## src/rtl/mem_pkg.sv

```systemverilog
`default_nettype none
// +--------------------------------------------------------------------------+
// | mem_pkg : shared types and address-split helpers for dcache_responder    |
// | Rev 1.0 : initial release                                                 |
// +--------------------------------------------------------------------------+
package mem_pkg;

  typedef enum logic [1:0] {
    IDLE  = 2'd0,
    FILL  = 2'd1,
    WRITE = 2'd2,
    WACK  = 2'd3
  } resp_state_t;

  // nlines is a power of two, so modulo/divide reduce to a bit split
  function automatic int unsigned idx_of(input int unsigned addr, input int unsigned nlines);
    return addr % nlines;
  endfunction

  function automatic int unsigned tag_of(input int unsigned addr, input int unsigned nbits,
                                         input int unsigned nlines);
    return (addr & ((32'd1 << nbits) - 32'd1)) / nlines;
  endfunction

endpackage
`default_nettype wire

```

## src/rtl/dcache_responder_if.sv

```systemverilog
`default_nettype none
// +--------------------------------------------------------------------------+
// | dcache_responder_if : data-memory request/response handshake             |
// | Rev 1.0 : initial release                                                 |
// +--------------------------------------------------------------------------+
interface dcache_responder_if #(
  parameter int NBITS = 8
);
  logic [NBITS-1:0] addr;
  logic [NBITS-1:0] wdata;
  logic             MemRead;
  logic             MemWrite;
  logic [NBITS-1:0] rdata;
  logic             busy;

  modport master (output addr, output wdata, output MemRead, output MemWrite,
                  input rdata, input busy);
  modport slave  (input addr, input wdata, input MemRead, input MemWrite,
                  output rdata, output busy);
endinterface
`default_nettype wire

```

## src/rtl/backing_ram.sv

```systemverilog
`default_nettype none
// +--------------------------------------------------------------------------+
// | backing_ram : 2**NBITS x NBITS RAM, synchronous write, async read        |
// | Rev 1.0 : initial release                                                 |
// +--------------------------------------------------------------------------+
module backing_ram #(
  parameter int NBITS = 8
) (
  input  wire logic             clock,
  input  wire logic             we,
  input  wire logic [NBITS-1:0] waddr,
  input  wire logic [NBITS-1:0] wdata,
  input  wire logic [NBITS-1:0] raddr,
  output logic      [NBITS-1:0] rdata
);
  // Power-up contents are zero; reset never touches them
  logic [NBITS-1:0] r_mem [2**NBITS] = '{default: '0};

  always_ff @(posedge clock) begin
    if (we) r_mem[waddr] <= wdata;
  end

  assign rdata = r_mem[raddr];
endmodule
`default_nettype wire

```

## src/rtl/dcache_responder.sv

```systemverilog
`default_nettype none
// +--------------------------------------------------------------------------+
// | dcache_responder : direct-mapped write-through, no-write-allocate cache  |
// |                    in front of a fixed-latency backing RAM               |
// | Rev 1.0 : initial release                                                 |
// +--------------------------------------------------------------------------+
module dcache_responder
  import mem_pkg::*;
#(
  parameter int NBITS  = 8,
  parameter int NLINES = 8,
  parameter int LAT    = 3
) (
  input wire logic          clock,
  input wire logic          reset,
  dcache_responder_if.slave bus
);
  localparam int c_IDX_W = $clog2(NLINES);
  localparam int c_TAG_W = NBITS - c_IDX_W;
  localparam int c_CNT_W = $clog2(LAT) + 1;

  resp_state_t         r_state;
  logic [c_CNT_W-1:0]  r_cnt;
  logic [NBITS-1:0]    r_addr;
  logic [NBITS-1:0]    r_wdata;
  logic [NLINES-1:0]   r_valid;
  logic [c_TAG_W-1:0]  r_tag  [NLINES];
  logic [NBITS-1:0]    r_data [NLINES];

  logic [c_IDX_W-1:0]  w_idx, w_ridx;
  logic [c_TAG_W-1:0]  w_tag, w_rtag;
  logic                w_hit, w_busy, w_fill_done, w_write_done, w_ram_we;
  logic [NBITS-1:0]    w_rdata, w_ram_rdata;

  assign w_idx  = c_IDX_W'(idx_of(32'(bus.addr), NLINES));
  assign w_tag  = c_TAG_W'(tag_of(32'(bus.addr), NBITS, NLINES));
  assign w_ridx = c_IDX_W'(idx_of(32'(r_addr), NLINES));
  assign w_rtag = c_TAG_W'(tag_of(32'(r_addr), NBITS, NLINES));
  assign w_hit  = r_valid[w_idx] && (r_tag[w_idx] == w_tag);

  assign w_fill_done  = (r_state == FILL)  && (r_cnt == '0);
  assign w_write_done = (r_state == WRITE) && (r_cnt == '0);
  // A reset landing on the final WRITE cycle abandons the RAM update
  assign w_ram_we     = w_write_done && !reset;

  backing_ram #(.NBITS(NBITS)) u_ram (
    .clock (clock),
    .we    (w_ram_we),
    .waddr (r_addr),
    .wdata (r_wdata),
    .raddr (r_addr),
    .rdata (w_ram_rdata)
  );

  always_comb begin
    w_busy  = 1'b0;
    w_rdata = '0;
    case (r_state)
      IDLE: begin
        if (bus.MemWrite)     w_busy  = 1'b1;
        else if (bus.MemRead) begin
          if (w_hit)          w_rdata = r_data[w_idx];
          else                w_busy  = 1'b1;
        end
      end
      FILL, WRITE: w_busy = 1'b1;
      default: ;
    endcase
  end

  assign bus.busy  = w_busy;
  assign bus.rdata = w_rdata;

  always_ff @(posedge clock) begin
    if (reset) begin
      r_state <= IDLE;
      r_valid <= '0;
      r_cnt   <= '0;
    end else begin
      case (r_state)
        IDLE: begin
          if (bus.MemWrite) begin
            r_addr  <= bus.addr;
            r_wdata <= bus.wdata;
            r_cnt   <= c_CNT_W'(LAT - 1);
            r_state <= WRITE;
          end else if (bus.MemRead && !w_hit) begin
            r_addr  <= bus.addr;
            r_cnt   <= c_CNT_W'(LAT - 1);
            r_state <= FILL;
          end
        end
        FILL: begin
          if (r_cnt == '0) begin
            r_valid[w_ridx] <= 1'b1;
            r_state         <= IDLE;
          end else begin
            r_cnt <= r_cnt - 1'b1;
          end
        end
        WRITE: begin
          if (r_cnt == '0) r_state <= WACK;
          else             r_cnt   <= r_cnt - 1'b1;
        end
        default: r_state <= IDLE;
      endcase
    end
  end

  // Tag and data arrays carry no reset; the valid bits alone qualify them
  always_ff @(posedge clock) begin
    if (!reset) begin
      if (w_fill_done) begin
        r_tag[w_ridx]  <= w_rtag;
        r_data[w_ridx] <= w_ram_rdata;
      end else if (w_write_done && r_valid[w_ridx] && (r_tag[w_ridx] == w_rtag)) begin
        r_data[w_ridx] <= r_wdata;
      end
    end
  end
endmodule
`default_nettype wire

```

## src/flat_wrapper.sv

```systemverilog
// flat-port wrapper written by rule: the top's interface ports become plain ports
module dcache_responder_flat import mem_pkg::*;
#(
  parameter int NBITS  = 8,
  parameter int NLINES = 8,
  parameter int LAT    = 3
)
  (clock, reset, bus_addr, bus_wdata, bus_MemRead, bus_MemWrite, bus_rdata, bus_busy);
  dcache_responder_if #(.NBITS(NBITS)) bus_i ();
  input wire logic clock;
  input wire logic reset;
  input wire logic [$bits(bus_i.addr)-1:0] bus_addr;
  input wire logic [$bits(bus_i.wdata)-1:0] bus_wdata;
  input wire logic [$bits(bus_i.MemRead)-1:0] bus_MemRead;
  input wire logic [$bits(bus_i.MemWrite)-1:0] bus_MemWrite;
  output wire logic [$bits(bus_i.rdata)-1:0] bus_rdata;
  output wire logic [$bits(bus_i.busy)-1:0] bus_busy;
  assign bus_i.addr = bus_addr;
  assign bus_i.wdata = bus_wdata;
  assign bus_i.MemRead = bus_MemRead;
  assign bus_i.MemWrite = bus_MemWrite;
  assign bus_rdata = bus_i.rdata;
  assign bus_busy = bus_i.busy;
  dcache_responder #(.NBITS(NBITS), .NLINES(NLINES), .LAT(LAT)) u_core (.clock(clock), .reset(reset), .bus(bus_i));
endmodule
```

## config.mk

```make
export PLATFORM = sky130hd
export DESIGN_NAME = dcache_responder_flat
export DESIGN_NICKNAME = d
export VERILOG_FILES = /design/src/rtl/mem_pkg.sv /design/src/rtl/dcache_responder_if.sv /design/src/rtl/backing_ram.sv /design/src/rtl/dcache_responder.sv /design/src/flat_wrapper.sv
export SDC_FILE = /design/constraint.sdc
export NUM_CORES = 2
export LEC_CHECK = 0
export CORE_ASPECT_RATIO = 0.6
export CORE_MARGIN = 2
export CORE_UTILIZATION = 45
export DETAILED_ROUTE_END_ITERATION = 8
export SLEW_MARGIN = 40
export SYNTH_ARGS = -nofsm -noshare
export SYNTH_HDL_FRONTEND = slang
export SYNTH_SLANG_ARGS = --single-unit
```

## constraint.sdc

```tcl
create_clock -name clock -period 4.2 [get_ports clock]
set_clock_uncertainty 0.05 [all_clocks]
set_input_delay 0.84 -clock clock [delete_from_list [all_inputs] [get_ports clock]]
set_output_delay 0.84 -clock clock [all_outputs]
set_load 0.02 [all_outputs]
```

==> results.json <==
{
  "wl_per_cell_um": 30.58,
  "place_ws_ns": -0.5808,
  "critPathBufInv": 4,
  "worstSetupPathDepth": 11,
  "p_seq_frac": 0.461,
  "clk_latency_ns": 0.82,
  "firstDrtPassIters": 6,
  "slew_violations": 0,
  "ys_ff_latch": 2189,
  "rsz0062_at_grt": "no",
  "final_nets": 4691,
  "cp_data_required_time_ns": 4.82,
  "io_pins": 29,
  "cp-start-kind": "register",
  "hold_violations": 0,
  "tightestPinTransition_ns": 0.9154,
  "detailed_place_hpwl_um": 144300,
  "syn-cell-area_mm2": 0.08538,
  "syn_nets": 4168,
  "end_kind": "register",
  "yosys.area.top_type_share": 0.7625,
  "holdWs_ns": 0.4450,
  "fp.dieArea_mm2": 0.1933,
  "worst_slack_ns": 0.1249,
  "clkSinkCount": 2189,
  "crit_fanout": 23,
  "p_sw_frac": 0.2779,
  "synth_area_leaders": "edfxtp_1 (76%), mux4_2 (12%), mux2i_1 (3.2%)",
  "ys_dominant_reg_cell": "edfxtp_1",
  "tritoncts": "done",
  "final_antenna_net_count": 0,
  "synthesis.instances": 4142,
  "drive_gt1_frac": 0.2731,
  "die_x_um": 566.3,
  "die-height_um": 341.4,
  "switchingPower_mw": 15.15,
  "n_fill_cell": 14629,
  "clockBufferDepth": 4,
  "grt_max_degree": 161,
  "max_freq_mhz": 245.4,
  "grt_pass1_vias": 42355,
  "hold_class": "reg -> reg",
  "critPathKind": "reg -> reg",
  "final_common_cell": "edfxtp_1",
  "synthDistinctLibCells": 63,
  "crit_chain": "buf_12 -> buf_12 -> buf_4 -> mux2i_1 -> a22oi_1 -> nand3_1 -> a41oi_1 -> nor4_1 -> and4_1 -> a21oi_1 -> buf_12",
  "yosys_warnings": 0,
  "maxSlewHeadroom": 0.3817,
  "p_int_mw": 39.38,
  "grt_pass1_wl_um": 318000,
  "cts-root-buf": "clkbuf_16",
  "yosysTopAreaCell": "edfxtp_1",
  "wl_um": 223700,
  "cap_violations": 0,
  "cp_common_cell": "buf_12",
  "slowest_stage": "a41oi_1",
  "grt_antenna_before_repair": 10,
  "cts.htree.levels": 4,
  "holdPathStages": 2,
  "port_buffers": 28,
  "setup-violations-final": 0,
  "utilization": 0.5239,
  "areaGrowthSynthToFinish_pct": 15.30,
  "final_cell_mix": "edfxtp_1 (2,168), buf_4 (490), mux4_2 (457)",
  "synth.avg_cell_area_um2": 20.61,
  "fin_crit_ns": 4.075,
  "async_flop_share": 0,
  "placementRows": 123,
  "p_clk_frac": 0.320,
  "worstRegToRegCells": 11,
  "cpLargestDelayFamily": "compound AO/OA/AOI/OAI gates",
  "synth-edff-count": 2168,
  "pwr-share-comb": 0.219,
  "grt_util_all_layers": 0.2296,
  "clkTransAtPathRegs_ns": 0.06,
  "status": "complete, no violations",
  "drc": 0,
  "gr-total-overflow": 0,
  "yosysSeqAreaShare": 0.7674,
  "powerDensity_mw_per_mm2": 554.0,
  "finalCritPeriodShare": 0.9703,
  "viasPerCell": 6.043,
  "drtIter0Drc": 6460,
  "peakVddDrop_uv": 373.7,
  "vias": 44207,
  "worstPathArrival_ns": 4.70,
  "cts_made_buffers": 193,
  "coreArea_mm2": 0.1879,
  "gp_congestion": 0.8780,
  "slowest_delay_ns": 0.70,
  "start_util": 0.4544,
  "leakage_nw": 31.71
}
Yosys cell counts, drive strengths merged, types with 16 or more instances:
library cell and number:
mux2i 275, o21ai 42, nand3 59, dfxtp 21
edfxtp 2168, buf 139, a21oi 16, nand2 85
nor2b 35, a22oi 149, mux2 17, clkbuf 106
o22ai 43, mux4 457, a221oi 30, inv 23
nor2 307
stage by stage:
stage / instances / cell area, um2 / TNS (ns) / power (mW)
final: 7316 / 98440 / 0 / 54.53
after global routing: 7315 / 98440 / 0 / 56.21
after CTS: 7308 / 98410 / 0 / 54.75
after detailed placement: 6955 / 92280 / -5.119 / 37.53
after global placement: 6948 / 92120 / -5.463 / 37.37
after floorplan: 4142 / 85380 / 0 / 32.59
metal layers:
metal  part of all wire  vias to the layer above  GRT usage
met5                  0                        -          0
met4              0.016                        0    0.03918
met3               0.12                      231    0.05877
met2               0.41                     2336     0.3143
met1               0.45                    23409     0.3719
li1                   -                    18231          -
repair_timing:
| action | 4_1_cts | 5_1_grt |
|---|---|---|
| hold buffers | 0 | 0 |
| pin swaps | 4 | 5 |
| setup buffers | 7 | 8 |
| cloned | 1 | 0 |
| gates resized for setup | 32 | 10 |
| setup endpoints to repair | 9 | 25 |
worst paths after layout:
| check | startpoint | endpoint | slack [ns] |
|---|---|---|---|
| max reg2reg | register | u_core.r_data[3][3] | 0.12 |
| min | u_core.r_valid[5] | u_core.r_valid[5] | 0.45 |
| min reg2reg | u_core.r_valid[5] | u_core.r_valid[5] | 0.45 |
| max | register | u_core.r_data[3][3] | 0.12 |
cell families after synthesis:
group | share of synthesized area
flip-flops | 0.7674
multiplexers | 0.1550
AND/OR/NAND/NOR | 0.02973
AO/OA/AOI/OAI | 0.03042
buffers and inverters | 0.01548
XOR/XNOR | 0.001026
adder cells (fa/ha/maj) | 0.0008793
area by class of cell:
| type | count | area (um2) | share of cell area |
|---|---|---|---|
| inverter | 23 | 87.58 | 0.0008897 |
| multi-input combinational | 1685 | 18640 | 0.1894 |
| clock inverter | 118 | 1031 | 0.01047 |
| antenna | 1 | 2.502 | 0.00002542 |
| clock buffer | 227 | 5021 | 0.05101 |
| timing repair buffer | 573 | 4989 | 0.05068 |
| tap | 2500 | 3128 | 0.03178 |
| sequential | 2189 | 65540 | 0.6658 |
flip-flops by register name (all words and copies together), names as in the netlist, named ones only:
name                flops
u_core.r_addr           8
u_core.r_cnt            3
u_core.r_data          64
u_core.r_state          2
u_core.r_tag           40
u_core.r_valid          8
u_core.r_wdata          8
u_core.u_ram.r_mem   2048
worst min-delay path, stage by stage (launching register included):
cell and delay, ns:
dfxtp_1 0.32, inv_1 0.05, o22ai_1 0.07
power by group through the flow:
| stage | clock, mW | sequential [mW] | combinational, mW |
|---|---|---|---|
| finish | 17.4 | 25.1 | 12.0 |
| global route | 18.5 | 25.1 | 12.5 |
| CTS | 17.7 | 25.2 | 11.9 |
| detailed placement | 0 | 25.6 | 11.9 |
| global placement | 0 | 25.7 | 11.7 |
| floorplan | 0 | 25.9 | 6.65 |
No activity file was read; power rests on OpenSTA's default activity.
